==> src/rtl/mem_access_unit.sv <==
// Memory-stage access sequencer: one load/store at a time through a req/ack data-memory port,
// with store lane formatting, load extension, stall generation and fault reporting.
module mem_access_unit #(
   parameter int TIMEOUT = 16
) (
   input  logic        clk,
   input  logic        rst_n,
   input  logic        memValid,
   input  logic [6:0]  memOpcode,
   input  logic [2:0]  funct3,
   input  logic [31:0] addr,
   input  logic [31:0] storeData,
   input  logic [4:0]  destAddr,
   output logic        dmemReq,
   output logic        dmemWe,
   output logic [31:0] dmemAddr,
   output logic [31:0] dmemWdata,
   output logic [3:0]  dmemWstrb,
   input  logic        dmemAck,
   input  logic [31:0] dmemRdata,
   output logic        memLocker,
   output logic        isLWDone,
   output logic        wbValid,
   output logic [4:0]  wbAddr,
   output logic [31:0] wbData,
   output logic        memFault
);

   localparam logic [6:0] OP_LOAD  = 7'b0000011;
   localparam logic [6:0] OP_STORE = 7'b0100011;
   localparam int         CW       = (TIMEOUT > 2) ? $clog2(TIMEOUT) : 1;
   localparam bit         TMO_EN   = (TIMEOUT > 0);
   localparam logic [CW-1:0] TMO_LAST = CW'((TIMEOUT > 0) ? (TIMEOUT - 1) : 0);

   typedef enum logic [1:0] {
      ST_IDLE = 2'd0,
      ST_REQ  = 2'd1,
      ST_DONE = 2'd2
   } state_t;

   state_t        state_r;
   logic          is_load_r;
   logic [2:0]    funct3_r;
   logic [1:0]    off_r;
   logic [CW-1:0] cnt_r;

   logic          is_load_s;
   logic          is_store_s;
   logic          mem_op_s;
   logic          f3_ok_s;
   logic          misalign_s;
   logic          fault_s;
   logic          tmo_hit_s;
   logic [31:0]   ld_data_s;

   function automatic logic [31:0] fmt_store_data(input logic [2:0] f3, input logic [31:0] d);
      case (f3)
         3'd0:    return {4{d[7:0]}};
         3'd1:    return {2{d[15:0]}};
         default: return d;
      endcase
   endfunction

   function automatic logic [3:0] fmt_store_strb(input logic [2:0] f3, input logic [1:0] off);
      case (f3)
         3'd0:    return 4'b0001 << off;
         3'd1:    return 4'b0011 << off;
         default: return 4'b1111;
      endcase
   endfunction

   function automatic logic [31:0] fmt_load(input logic [2:0] f3, input logic [1:0] off,
                                            input logic [31:0] d);
      logic [31:0] sh;
      sh = d >> {off, 3'b000};
      case (f3)
         3'd0:    return {{24{sh[7]}}, sh[7:0]};
         3'd1:    return {{16{sh[15]}}, sh[15:0]};
         3'd4:    return {24'd0, sh[7:0]};
         3'd5:    return {16'd0, sh[15:0]};
         default: return d;
      endcase
   endfunction

   // Decode the incoming op and classify it as legal or faulting.
   always_comb begin
      is_load_s  = (memOpcode == OP_LOAD);
      is_store_s = (memOpcode == OP_STORE);
      mem_op_s   = memValid && (is_load_s || is_store_s);
      case (funct3)
         3'd0, 3'd1, 3'd2: f3_ok_s = 1'b1;
         3'd4, 3'd5:       f3_ok_s = is_load_s;
         default:          f3_ok_s = 1'b0;
      endcase
      case (funct3)
         3'd2:       misalign_s = (addr[1:0] != 2'b00);
         3'd1, 3'd5: misalign_s = addr[0];
         default:    misalign_s = 1'b0;
      endcase
      fault_s = !f3_ok_s || misalign_s;
   end

   assign tmo_hit_s = TMO_EN && (cnt_r == TMO_LAST);
   assign ld_data_s = fmt_load(funct3_r, off_r, dmemRdata);

   // Stall the pipeline while an op waits for acceptance or for its memory ack.
   always_comb begin
      if (state_r == ST_REQ) begin
         memLocker = 1'b0;
      end else if ((state_r == ST_IDLE) && mem_op_s) begin
         memLocker = 1'b0;
      end else begin
         memLocker = 1'b1;
      end
   end

   // Access sequencer: accept, request, and one-cycle completion with registered outputs.
   always_ff @(posedge clk or negedge rst_n) begin
      if (!rst_n) begin
         state_r   <= ST_IDLE;
         is_load_r <= 1'b0;
         funct3_r  <= 3'd0;
         off_r     <= 2'd0;
         cnt_r     <= '0;
         dmemReq   <= 1'b0;
         dmemWe    <= 1'b0;
         dmemAddr  <= 32'd0;
         dmemWdata <= 32'd0;
         dmemWstrb <= 4'd0;
         isLWDone  <= 1'b0;
         wbValid   <= 1'b0;
         wbAddr    <= 5'd0;
         wbData    <= 32'd0;
         memFault  <= 1'b0;
      end else begin
         case (state_r)
            ST_IDLE: begin
               isLWDone <= 1'b0;
               wbValid  <= 1'b0;
               memFault <= 1'b0;
               dmemReq  <= 1'b0;
               if (mem_op_s) begin
                  is_load_r <= is_load_s;
                  funct3_r  <= funct3;
                  off_r     <= addr[1:0];
                  wbAddr    <= destAddr;
                  dmemWe    <= is_store_s;
                  dmemAddr  <= {addr[31:2], 2'b00};
                  dmemWdata <= fmt_store_data(funct3, storeData);
                  dmemWstrb <= fmt_store_strb(funct3, addr[1:0]);
                  cnt_r     <= '0;
                  if (fault_s) begin
                     // Faulting ops skip the bus entirely but still retire through DONE.
                     state_r  <= ST_DONE;
                     memFault <= 1'b1;
                     isLWDone <= is_load_s;
                  end else begin
                     state_r <= ST_REQ;
                     dmemReq <= 1'b1;
                  end
               end
            end
            ST_REQ: begin
               if (dmemAck) begin
                  dmemReq  <= 1'b0;
                  state_r  <= ST_DONE;
                  isLWDone <= is_load_r;
                  wbValid  <= is_load_r && (wbAddr != 5'd0);
                  if (is_load_r) begin
                     wbData <= ld_data_s;
                  end
               end else if (tmo_hit_s) begin
                  dmemReq  <= 1'b0;
                  state_r  <= ST_DONE;
                  memFault <= 1'b1;
                  isLWDone <= is_load_r;
               end else begin
                  cnt_r <= cnt_r + CW'(1);
               end
            end
            ST_DONE: begin
               isLWDone <= 1'b0;
               wbValid  <= 1'b0;
               memFault <= 1'b0;
               state_r  <= ST_IDLE;
            end
            default: begin
               dmemReq  <= 1'b0;
               isLWDone <= 1'b0;
               wbValid  <= 1'b0;
               memFault <= 1'b0;
               state_r  <= ST_IDLE;
            end
         endcase
      end
   end

endmodule

==> config.mk <==
export PLATFORM = sky130hd
export DESIGN_NAME = mem_access_unit
export DESIGN_NICKNAME = d
export VERILOG_FILES = /design/src/rtl/mem_access_unit.sv
export SDC_FILE = /design/constraint.sdc
export NUM_CORES = 1
export LEC_CHECK = 0
export BUFFER_PORTS_ARGS = -buffer_cell sky130_fd_sc_hd__clkbuf_2
export CAP_MARGIN = 20
export CORE_MARGIN = 2
export CORE_UTILIZATION = 25
export CTS_CLUSTER_SIZE = 24
export DETAILED_ROUTE_END_ITERATION = 6
export HOLD_SLACK_MARGIN = 0.03
export PLACE_DENSITY_LB_ADDON = 0.3
export SETUP_SLACK_MARGIN = 0.05
export SLEW_MARGIN = 20
export SYNTH_ARGS = -nofsm -noshare
export SYNTH_HDL_FRONTEND = slang
export SYNTH_SLANG_ARGS = --single-unit
==> constraint.sdc <==
create_clock -name clk -period 1.5 [get_ports clk]
set_input_delay 0.3 -clock clk [delete_from_list [all_inputs] [get_ports clk]]
set_output_delay 0.3 -clock clk [all_outputs]
set_load 0.005 [all_outputs]
==> out/metrics.yaml <==
arrival_ps: 1370
status: "finished, violations left"
setup-violations-final: 40
netlist_instances: 607
worstSetupEndpointType: "output pin"
insertion_delay_ps: 420
violations: "setup timing"
syn_area_um2: 5687
p_per_area_nw_per_um2: 1093
grt_start_max_net_pins: 101
rsz0062_at_grt: "true"
fmax_ghz: 0.5976
fin_area_um2: 9051
place_area_um2: 7443
areaGrowthSynthToFinish_pct: 59.16
crit_required_ps: 1200
grtUsageTotal: 0.1508
firstDrtPassIters: 4
wirelength_um: 20020
hold_viol: 0
crit_type: "reg -> out"
cp-start-kind: "flop"
maxSlewViolCount: 0
clockPowerShare: 0.426
dp_hpwl_um: 12610
vias: 5473
seqPwrFrac: 0.383
cts.sinks: 120
cts_tree: "done"
synth-seq-cells: 120
grt_pass1_wl_um: 28640
drive_gt1_frac: 0.4956
grt_pass1_vias: 5329
ant_nets: 0
syn_area_per_cell_um2: 9.369
core-area_um2: 22500
portBuffers: 223
p_sw_mw: 2.741
clock_path_buffers: 2
power.total_mw: 9.889
route.detailed.drc: 0
seq_area_frac_synth: 0.5281
root_buffer: "clkbuf_16"
place.gp.congestion: 0.7863
routedWlPerCell_um: 16.89
final_common_cell: "clkbuf_2"
grt_overflow: 0
holdWs_ps: 74.41
grt_antenna_before_repair: 1
min_period_over_period: 1.116
cts_buffers: 17
die-width_um: 154.8
rows: 55
synth_async_sr_flop_share: 1.000
synth_flop_cell: "dfrtp_1"
diodes: 0
min_period_ps: 1673
cellLeakagePower_nw: 4.480
layout.nets: 1003
io_pins: 226
synthDistinctLibCells: 54
htreeDepth: 4
ir_worst_vdd_mv: 0.6676
critPathMaxFanout: 2
pwr-share-comb: 0.192
skew_ps: 11.53
sw_frac_of_total: 0.2772
fp.dieH_um: 154.8
synth-edff-count: 0
p_int_mw: 7.148
initial_core_util: 0.2527
final_cell_mix: "clkbuf_2 (222), nand2_1 (171), dfrtp_1 (116)"
dr.first_iter.drc_count: 161
dieArea_um2: 23970
vias_per_cell: 4.619
cts.clk_slew.worst_paths_ps: 60
drv_cap: 0
setup_slack_ps: -173.4
ys.warnings.count: 0
min_path_type: "in -> reg"
-- state kept, by name, summed over array words and instances (netlist names), 2 cells and up --
name and count:
dmemWdata 32, wbData 32, dmemAddr 30, wbAddr 5, cnt_r 4, dmemWstrb 4
funct3_r 3, off_r 2, state_r 2
-- power by group through the flow --
stage | Combinational (mW) | Sequential [mW] | Clock, mW
after CTS | 1.61 | 3.77 | 4.35
after detailed placement | 1.56 | 3.80 | 0
after floorplan | 0.678 | 3.80 | 0
final | 1.89 | 3.78 | 4.21
after global routing | 2.07 | 3.83 | 4.47
after global placement | 1.54 | 3.80 | 0
-- worst max-delay path, cell delays in order, from the launching register on --
cell	delay [ps]
dfrtp_1	390
buf_6	130
nor2_4	80
and4_4	220
nor2_2	40
clkbuf_2	110
-- routing by layer --
layer	global-route usage	share of wire
met5	0	0.00065
met4	0.04630	0.016
met3	0.05492	0.070
met2	0.2421	0.48
met1	0.1901	0.43
-- final cells by class --
class	count	area [um2]
fill	2253	13450
sequential	120	3008
multi-input combinational	442	2994
timing repair buffer	305	2091
clock buffer	20	446.7
tap	285	356.6
clock inverter	12	151.4
inverter	1	3.754
-- cells by family (layout without fill, tap and decap cells) --
logic type / count (synthesis) / in the layout / synth area share
mux: 36 / 36 / 0.06447
xor+xnor: 2 / 2 / 0.003081
simple gates: 276 / 276 / 0.2141
flops: 120 / 120 / 0.5281
fa+ha+maj: 1 / 1 / 0.002200
other cells: 1 / 2 / 0.0006594
compound gates: 125 / 125 / 0.1496
buf+inv: 46 / 338 / 0.03784
-- per-stage QoR --
stage	std cells	utilization	TNS, ps	worst slack [ps]
floorplan	608	-	-93.25	-9.333
global route	1185	0.4022	-6578	-232.0
finish	1185	0.4022	-2713	-173.4
detailed placement	1122	0.3308	-2885	-97.79
global placement	1122	0.3308	-3191	-116.2
CTS	1157	0.3644	-490.7	-196.6
-- cell usage after synthesis, types with 3 or more instances --
| library cell | count | area (um2) |
|---|---|---|
| o2bb2ai_1 | 8 | 70.07 |
| o22ai_2 | 10 | 125.1 |
| clkbuf_1 | 24 | 90.09 |
| mux2i_1 | 33 | 330.3 |
| a21oi_1 | 18 | 90.09 |
| o211ai_1 | 3 | 22.52 |
| a2bb2oi_1 | 7 | 61.31 |
| o21ai_0 | 31 | 155.2 |
| a31oi_1 | 4 | 25.02 |
| nand3_1 | 7 | 35.03 |
| dfrtp_1 | 120 | 3003 |
| nor3b_1 | 9 | 67.56 |
| nand2_1 | 200 | 750.7 |
| o21ai_1 | 12 | 60.06 |
| o22ai_1 | 13 | 81.33 |
| buf_2 | 16 | 80.08 |
| nor2_1 | 37 | 138.9 |
| a211oi_1 | 8 | 60.06 |
-- path summary, 6_finish.rpt --
| check | start | to | slack (ps) | cells after the start |
|---|---|---|---|---|
| max | state_r[0] | memLocker | -170 | 5 |
| min | addr[11] | dmemAddr[11] | 70 | 3 |
| max reg2reg | off_r[1] | wbData[16] | -140 | 5 |
| min reg2reg | dmemWdata[2] | dmemWdata[2] | 470 | 2 |
| max in group asynchronous | rst_n | state_r[1] | 560 | 3 |
| min in group asynchronous | rst_n | wbData[25] | 550 | 3 |
-- timing repair --
action                                 in CTS  in global routing
gates resized for setup                    29                132
buffers inserted                            3                 18
setup endpoints to repair                  50                 63
pin swaps                                   4                 56
hold buffers                                1                  0
cloned                                      0                 11
endpoints found under the hold margin     120                  0
(Power assumes the default switching activity.)
